--- config.mk ---
export PLATFORM = sky130hd
export DESIGN_NAME = exception_ctrl
export DESIGN_NICKNAME = d
export VERILOG_FILES = /design/src/rtl/exc_pkg.sv /design/src/rtl/exc_prio_enc.sv /design/src/rtl/exception_ctrl.sv
export SDC_FILE = /design/constraint.sdc
export NUM_CORES = 1
export LEC_CHECK = 0
export ABC_AREA = 0
export CAP_MARGIN = 20
export CORE_ASPECT_RATIO = 1.5
export CORE_MARGIN = 10
export CORE_UTILIZATION = 50
export DETAILED_ROUTE_END_ITERATION = 8
export PLACE_DENSITY = 0.89
export SLEW_MARGIN = 20
export SYNTH_ARGS = -nofsm -noshare
export SYNTH_HDL_FRONTEND = slang
export SYNTH_SLANG_ARGS = --single-unit
--- constraint.sdc ---
create_clock -name clk -period 2.9 [get_ports clk]
set_input_delay 0.58 -clock clk [delete_from_list [all_inputs] [get_ports clk]]
set_output_delay 0.58 -clock clk [all_outputs]
set_load 0.02 [all_outputs]
--- src/rtl/exc_pkg.sv ---
// Shared definitions for the exception sequencer: cause codes, FSM states
// and the EPC source selector.
package exc_pkg;

    localparam logic [4:0] CAUSE_NONE     = 5'd0;
    localparam logic [4:0] CAUSE_PRIV     = 5'd1;
    localparam logic [4:0] CAUSE_ILL      = 5'd2;
    localparam logic [4:0] CAUSE_SYS      = 5'd3;
    localparam logic [4:0] CAUSE_OVF      = 5'd4;
    localparam logic [4:0] CAUSE_IRQ_BASE = 5'd8;

    typedef enum logic [1:0] {
        ST_IDLE   = 2'd0,
        ST_TAKE   = 2'd1,
        ST_VECTOR = 2'd2,
        ST_RFE    = 2'd3
    } exc_state_e;

    // Faulting/reported instructions save their own PC; syscalls and
    // interrupts resume at the following instruction.
    typedef enum logic {
        EPC_CUR  = 1'b0,
        EPC_NEXT = 1'b1
    } epc_sel_e;

endpackage

--- src/rtl/exc_prio_enc.sv ---
// Combinational priority encoder: picks the highest-priority takeable event
// and reports its cause, interrupt one-hot and EPC source.
import exc_pkg::*;

module exc_prio_enc #(
    parameter int NIRQ = 4
) (
    input  logic [NIRQ-1:0] irq_i,
    input  logic [NIRQ-1:0] irq_mask_i,
    input  logic            ie_i,
    input  logic            exc_priv_i,
    input  logic            exc_ill_i,
    input  logic            exc_sys_i,
    input  logic            exc_ovf_i,
    output logic            take_o,
    output logic [4:0]      cause_o,
    output logic [NIRQ-1:0] irq_onehot_o,
    output epc_sel_e        epc_sel_o
);

    // Interrupt lines that are both enabled per-line and globally.
    logic [NIRQ-1:0] irq_hit;
    assign irq_hit = irq_i & irq_mask_i & {NIRQ{ie_i}};

    // Fixed priority: priv > ill > sys > ovf > lowest-index interrupt.
    always_comb begin
        take_o       = 1'b0;
        cause_o      = CAUSE_NONE;
        irq_onehot_o = '0;
        epc_sel_o    = EPC_CUR;
        if (exc_priv_i) begin
            take_o  = 1'b1;
            cause_o = CAUSE_PRIV;
        end else if (exc_ill_i) begin
            take_o  = 1'b1;
            cause_o = CAUSE_ILL;
        end else if (exc_sys_i) begin
            take_o    = 1'b1;
            cause_o   = CAUSE_SYS;
            epc_sel_o = EPC_NEXT;
        end else if (exc_ovf_i) begin
            take_o  = 1'b1;
            cause_o = CAUSE_OVF;
        end else if (|irq_hit) begin
            take_o    = 1'b1;
            epc_sel_o = EPC_NEXT;
            // Scan downward so the lowest set index is the last one written.
            for (int k = NIRQ - 1; k >= 0; k--) begin
                if (irq_hit[k]) begin
                    cause_o         = CAUSE_IRQ_BASE + 5'(k);
                    irq_onehot_o    = '0;
                    irq_onehot_o[k] = 1'b1;
                end
            end
        end
    end

endmodule

--- src/rtl/exception_ctrl.sv ---
// Exception/interrupt sequencer. Detects events in IDLE, latches EPC and
// cause, strobes the SR, flushes and redirects the PC to the vector; on
// return-from-exception restores the PC from EPC. All outputs registered.
// NIRQ must not exceed 24 so that 8+NIRQ-1 fits the 5-bit cause.
import exc_pkg::*;

module exception_ctrl #(
    parameter int             NIRQ     = 4,
    parameter int             PCW      = 32,
    parameter logic [PCW-1:0] VEC_BASE = 32'h0000_0080
) (
    input  logic            clk,
    input  logic            rst,
    input  logic [NIRQ-1:0] irq,
    input  logic [NIRQ-1:0] irq_mask,
    input  logic            ie,
    input  logic            exc_priv,
    input  logic            exc_ill,
    input  logic            exc_sys,
    input  logic            exc_ovf,
    input  logic            rfe_req,
    input  logic [PCW-1:0]  pc_cur,
    input  logic [PCW-1:0]  pc_next,
    output logic            exc_o,
    output logic            rfe_o,
    output logic            flush,
    output logic            pc_load,
    output logic [PCW-1:0]  pc_target,
    output logic [PCW-1:0]  epc,
    output logic [4:0]      cause,
    output logic [NIRQ-1:0] irq_ack,
    output logic            busy,
    output exc_state_e      state_dbg
);

    logic            take_d;
    logic [4:0]      cause_d;
    logic [NIRQ-1:0] onehot_d;
    epc_sel_e        epc_sel_d;

    exc_state_e      state_q;
    logic            exc_q, rfe_q, flush_q, pc_load_q, busy_q;
    logic [PCW-1:0]  pc_target_q, epc_q;
    logic [4:0]      cause_q;
    logic [NIRQ-1:0] irq_ack_q;

    exc_prio_enc #(.NIRQ(NIRQ)) u_prio (
        .irq_i        (irq),
        .irq_mask_i   (irq_mask),
        .ie_i         (ie),
        .exc_priv_i   (exc_priv),
        .exc_ill_i    (exc_ill),
        .exc_sys_i    (exc_sys),
        .exc_ovf_i    (exc_ovf),
        .take_o       (take_d),
        .cause_o      (cause_d),
        .irq_onehot_o (onehot_d),
        .epc_sel_o    (epc_sel_d)
    );

    // Sequencer FSM with registered Moore outputs; inputs only sampled in IDLE.
    always_ff @(posedge clk or negedge rst) begin
        if (!rst) begin
            state_q     <= ST_IDLE;
            exc_q       <= 1'b0;
            rfe_q       <= 1'b0;
            flush_q     <= 1'b0;
            pc_load_q   <= 1'b0;
            busy_q      <= 1'b0;
            pc_target_q <= '0;
            epc_q       <= '0;
            cause_q     <= CAUSE_NONE;
            irq_ack_q   <= '0;
        end else begin
            case (state_q)
                ST_IDLE: begin
                    if (take_d) begin
                        // An event always beats a simultaneous rfe_req.
                        state_q   <= ST_TAKE;
                        exc_q     <= 1'b1;
                        flush_q   <= 1'b1;
                        busy_q    <= 1'b1;
                        irq_ack_q <= onehot_d;
                        cause_q   <= cause_d;
                        epc_q     <= (epc_sel_d == EPC_NEXT) ? pc_next : pc_cur;
                    end else if (rfe_req) begin
                        state_q     <= ST_RFE;
                        rfe_q       <= 1'b1;
                        pc_load_q   <= 1'b1;
                        flush_q     <= 1'b1;
                        busy_q      <= 1'b1;
                        pc_target_q <= epc_q;
                    end
                end
                ST_TAKE: begin
                    state_q     <= ST_VECTOR;
                    exc_q       <= 1'b0;
                    irq_ack_q   <= '0;
                    pc_load_q   <= 1'b1;
                    pc_target_q <= VEC_BASE + (PCW'(cause_q) << 4);
                end
                ST_VECTOR, ST_RFE: begin
                    state_q   <= ST_IDLE;
                    exc_q     <= 1'b0;
                    rfe_q     <= 1'b0;
                    flush_q   <= 1'b0;
                    pc_load_q <= 1'b0;
                    busy_q    <= 1'b0;
                    irq_ack_q <= '0;
                end
                default: begin
                    state_q <= ST_IDLE;
                end
            endcase
        end
    end

    assign exc_o     = exc_q;
    assign rfe_o     = rfe_q;
    assign flush     = flush_q;
    assign pc_load   = pc_load_q;
    assign pc_target = pc_target_q;
    assign epc       = epc_q;
    assign cause     = cause_q;
    assign irq_ack   = irq_ack_q;
    assign busy      = busy_q;
    assign state_dbg = state_q;

endmodule
* Yosys cells after proc, flatten, opt, wreduce, memory -nomap -nowiden *
Index checks and enable logic that the tools add are counted.

word-level totals
  register bits = 79
  latch bits = 0
  RAM bits = 0
  ROM bits = 0
  input port bits = 80
  word-level logic and storage cells = 74
  memories kept = 0

cells by class
  add/sub/neg operators = 1
  $mul = 0
  div/mod/pow operators = 0
  magnitude comparators = 0
  eq/ne operators = 7
  shift-type cells = 0
  mux-type cells = 44
  bitwise operators = 2
  reduce and logical (&&, ||, !) cells = 11

operator list
  kind                                                                    count
  32-bit 2-to-1 mux                                                       3
  32-bit one-hot mux with 2 select lines                                  1
  4-bit 2-to-1 mux                                                        14
  5-bit 2-to-1 mux                                                        5
  1-bit 2-to-1 mux                                                        13
  8-bit by 9-bit adder with 10-bit output (first input constant)          1
  4-bit bitwise AND                                                       2
  4-bit one-hot mux with 2 select lines                                   1
  2-bit != test (second input constant)                                   3
  1-bit one-hot mux with 2 select lines                                   3
  2-bit one-hot mux with 3 select lines                                   1
  2-bit AND reduction                                                     3
  3-bit AND reduction                                                     2
  2-bit equality test (second input constant)                             2
  2-bit 2-to-1 mux                                                        2
  2-bit nonzero test                                                      2
  4-bit OR reduction                                                      1
  3-bit != test (second input constant)                                   1
  1-bit one-hot mux with 3 select lines                                   1
  3-bit OR reduction                                                      1
  2-bit by 1-bit equality test with 1-bit output (second input constant)  1
  2-bit logical NOT                                                       1
  2-bit OR reduction                                                      1

* Logic depth before layout (Yosys ltp) *
  depth in word-level cells = 13
  depth in mapped cells = 7

* Modules after synthesis *
A second synthesis with hierarchy kept.

unflattened totals
  cells, all modules = 350
  area, all modules = 3707.3 um^2

modules (own cells, without submodules)
  module          times used  cells an instance  area an instance (um^2)
  exception_ctrl  1           317                3530.9
  exc_prio_enc    1           33                 176.4

* Least setup slack after synthesis *
No wires, ideal clock.

  path type = input-to-reg
  start point = in exc_priv
  end point = reg pc_target_q[7] (netlist: pc_target[7])
  arrival time = 2.010 ns
  slack = 0.765 ns
  stages = 6
  cell sequence = buf_6 > or3_4 > a211oi_4 > a41oi_4 > buf_6 > mux2_4

on the way
  cells in the longest elaborated chain, start to end = 3

RTL lines
  element                               RTL line               source
  start: declaration                    exception_ctrl.sv:17   input logic exc_priv,
  1-bit 2-to-1 mux                      exc_prio_enc.sv:31     if (exc_priv_i) begin
  2-bit != test (no source line)        -
  3-bit AND reduction (no source line)  -
  end signal: assignment                exception_ctrl.sv:92   pc_target_q <= epc_q;
  end signal: assignment                exception_ctrl.sv:100  pc_target_q <= VEC_BASE + (PCW'(cause_q) << 4);
  end: declaration                      exception_ctrl.sv:43   logic [PCW-1:0] pc_target_q, epc_q;

Every way passes these cells.
A chain may end at the register's enable or synchronous reset.

* Worst setup path after layout *
  start point = in exc_priv
  end point = reg epc_q[9] (netlist: epc[9])

on the way
  cells in the longest elaborated chain, start to end = 2
  elaborated cells on any way between the ends = 4
  classes of those cells = mux: 3; reduce/logical: 1

RTL lines
  element                                                   RTL line              source
  1-bit 2-to-1 mux                                          exc_prio_enc.sv:31
  32-bit 2-to-1 mux or 2-bit AND reduction (tied branches)  -
  end signal: assignment                                    exception_ctrl.sv:85  epc_q <= (epc_sel_d == EPC_NEXT) ? pc_next : pc_cur;
  end: declaration                                          exception_ctrl.sv:43

Several ways; a longest one is shown, not always the timed one.

==> summary.md <==
| Metric | Value |
|---|---|
| Cell row count | `43` |
| Starting Density | `50.9%` |
| Worst-path cell chain | `clkdlybuf4s50_1 -> buf_4 -> or2_2 -> a221oi_1 -> nand3_1 -> mux2_2` |
| Die outline width | `99.3 um` |
| Max-slew violation count | `0` |
| Core area | `9250 um^2` |
| Setup bufs post-CTS | `0` |
| Mapped Area | `4710 um^2` |
| Worst slew pin tran | `806 ps` |
| CP Launch Type | `input port` |
| CTS tree | `built` |
| Area growth, synth to finish | `42.7%` |
| # setup viols final | `0` |
| WP data arrival | `2760 ps` |
| All-Layer GR Usage | `23.7%` |
| Leakage power | `2.63 nW` |
| Ports | `160` |
| Worst-Skew Late Latency | `350 ps` |
| Nets | `682` |
| Worst Setup Path Type | `input port to flop` |
| Peak supply drop | `0.693 mV` |
| Die Span Y | `139 um` |
| Iter 0 DRT Violations | `520` |
| Reg clk slew, reported paths | `60 ps` |
| Largest net degree at the start of global routing | `79` |
| Clock Sinks | `78` |
| Synth cell types | `41` |
| Outcome | `completed` |
| Antenna violation net count after detailed routing | `0` |
| Wire per inst | `23.5 um` |
| Post-synth EDFFs | `0` |
| TritonCTS Buffers | `9` |
| Hold Slack | `112 ps` |
| Max-slew headroom | `46.0%` |
| #FFs+latches synth | `78` |
| Clock Path Buffers | `2` |
| Fmax | `0.396 GHz` |
| DRC | `0` |
| Vias | `4,736` |
| Pwr dens | `803 nW/um^2` |
| RSZ-0062 raised after global routing | `false` |
| TritonRoute pass-1 iters | `6` |
| Ys flop type | `dfrtp_1` |
| DIE AREA | `13,800 um^2` |
| Slowest CP cell | `or2_2` |
| Synth Instances | `457` |
| Final period util | `87.0%` |
| Post-Syn Area per Cell | `10.3 um^2` |
| Final setup TNS | `0 ps` |
| Setup crit end kind | `flop` |
| Routed Wire Length | `16,900 um` |
| Layout cells sized above 1 | `15.7%` |
| Req. time, crit path | `3140 ps` |
| GRT overflow | `0` |
| Initial antenna violation count | `1` |
| Max-cap violations | `0` |
| DP HPWL | `11,600 um` |
| CP peak stage delay | `590 ps` |
| Post-CTS Hold Fix Bufs | `0` |
| Fill cells | `656` |
| Register area share after synthesis | `41.4%` |
| GP Congestion | `0.860` |
| Final hold violation count | `0` |
| Synth warnings | `0` |
| Net Count, Synth | `537` |
| H-tree levels | `3` |
| Global-route wire length before repair | `26,800 um` |
| Crit path max fanout | `36` |
| # port buffers | `158` |
| Worst hold-check path type | `input port to async pin` |
| Vias in the first global route | `4,884` |
| Vias/cell | `6.58` |
| CTS Root Cell | `clkbuf_16` |
| Post-synth ARST share | `100%` |
| Post-CTS sizing | `0` |
| Final clock skew | `7.00 ps` |
| Fin crit period | `2520 ps` |
[critical path, delay by kind of cell]
kind | cells | cell delay [ps]
buffers and inverters | 2 | 770
muxes | 1 | 280
AOI/OAI and AO/OA | 1 | 410
and+or+nand+nor | 2 | 710
[area by class of cell]
type	count	area [um^2]	area share [%]
inverters	7	26.3	0.391
multi-input cells	320	2490	37.0
clock buffers	9	225	3.35
flip-flops and latches	78	1950	29.0
repair buffers	186	1840	27.3
clock inverters	7	55.1	0.819
diodes	1	2.50	0.0372
well taps	112	140	2.08
[through the flow]
step | util (%) | std cells | power [mW] | setup WS [ps] | cell area, um^2
2_1_floorplan | - | 457 | 3.13 | 765 | 4710
3_3_place_gp | 69.0 | 701 | 4.18 | -71.4 | 6380
3_5_place_dp | 69.3 | 702 | 4.32 | -208 | 6410
4_1_cts | 72.3 | 718 | 5.42 | 136 | 6690
5_1_grt | 72.7 | 720 | 5.65 | 304 | 6720
6_report | 72.7 | 720 | 5.40 | 378 | 6720
[report_power, final]
group / total (mW) / internal [mW] / switching (mW) / leakage, nW
registers: 1.74 / 1.44 / 0.302 / 0.973
logic: 2.57 / 1.30 / 1.27 / 1.53
clock network: 1.09 / 0.590 / 0.496 / 0.133
total: 5.40 / 3.33 / 2.07 / 2.63
[cell usage in the layout (no fill, tap or decap), types with 2 or more instances in the layout]
master | synthesis | routed
or2_2 | 2 | 2
buf_4 | 3 | 26
clkdlybuf4s50_1 | 0 | 156
nand2b_1 | 3 | 3
buf_16 | 0 | 2
inv_6 | 0 | 4
a22oi_2 | 0 | 2
a2bb2oi_1 | 2 | 2
o22ai_1 | 2 | 2
o21a_1 | 3 | 3
nand3_1 | 68 | 68
inv_1 | 7 | 7
o211ai_1 | 32 | 32
mux2_2 | 37 | 37
a21oi_1 | 4 | 4
nand2_1 | 8 | 8
clkinvlp_4 | 0 | 2
dfrtp_1 | 78 | 78
mux2_4 | 2 | 2
a221oi_1 | 32 | 32
o21ai_0 | 5 | 5
nor2_1 | 7 | 7
clkbuf_16 | 0 | 9
nor2b_1 | 33 | 33
a22o_1 | 29 | 29
nor4bb_1 | 32 | 32
[cells by family (layout without fill, tap and decap cells)]
group | after synthesis | after routing | synth area share (%)
buffers and inverters | 59 | 209 | 6.22
other | 1 | 2 | 0.0796
DFF | 78 | 78 | 41.4
muxes | 40 | 40 | 9.72
and+or+nand+nor | 160 | 160 | 21.5
AOI/OAI and AO/OA | 119 | 119 | 21.0
[sequential cells by signal, summed over array words and instances, names as in the netlist]
name / count
irq_ack: 4
cause: 4
state_dbg: 2
pc_load: 1
epc: 32
rfe_o: 1
exc_o: 1
pc_target: 32
busy: 1
[cells in the mapped netlist (all sizes together) (2+ instances only)]
library cell	count	share of area, %
o21a	3	0.48
o22ai	2	0.27
a221oi	32	5.9
nand2	8	0.64
o21ai	5	0.53
or3	2	0.37
a211oi	2	0.58
dfrtp	78	41
buf	17	2.9
inv	7	0.56
or2	2	0.27
clkbuf	35	2.8
o211ai	32	5.1
a2bb2oi	2	0.37
nor2	7	0.56
mux2	40	9.7
a22oi	3	0.48
nor4bb	32	6.8
nand2b	3	0.40
a21oi	5	0.77
a22o	29	5.4
nor2b	33	4.4
nand3	68	7.2
[routing by layer]
metal,track usage (%),vias up,share of wire [%],wire length (um)
met5,0,-,0,0
met4,13.7,0,5.3,896
met3,4.99,68,7.2,1220
met2,39.9,301,51,8620
met1,26.9,2299,36,6140
li1,-,2068,-,-
[final timing paths]
| path | startpoint | end | slack (ps) | depth (start not counted) |
|---|---|---|---|---|
| min reg2reg | pc_target[21] | pc_target[21] | 510 | 1 |
| min | rst | pc_target[13] | 110 | 1 |
| max in group asynchronous | rst | epc[27] | 2200 | 2 |
| max reg2reg | state_dbg[1] | epc[26] | 760 | 4 |
| min in group clk | pc_target[21] | pc_target[21] | 510 | 1 |
| max | exc_priv | epc[9] | 380 | 6 |
(Power assumes the default switching activity.)
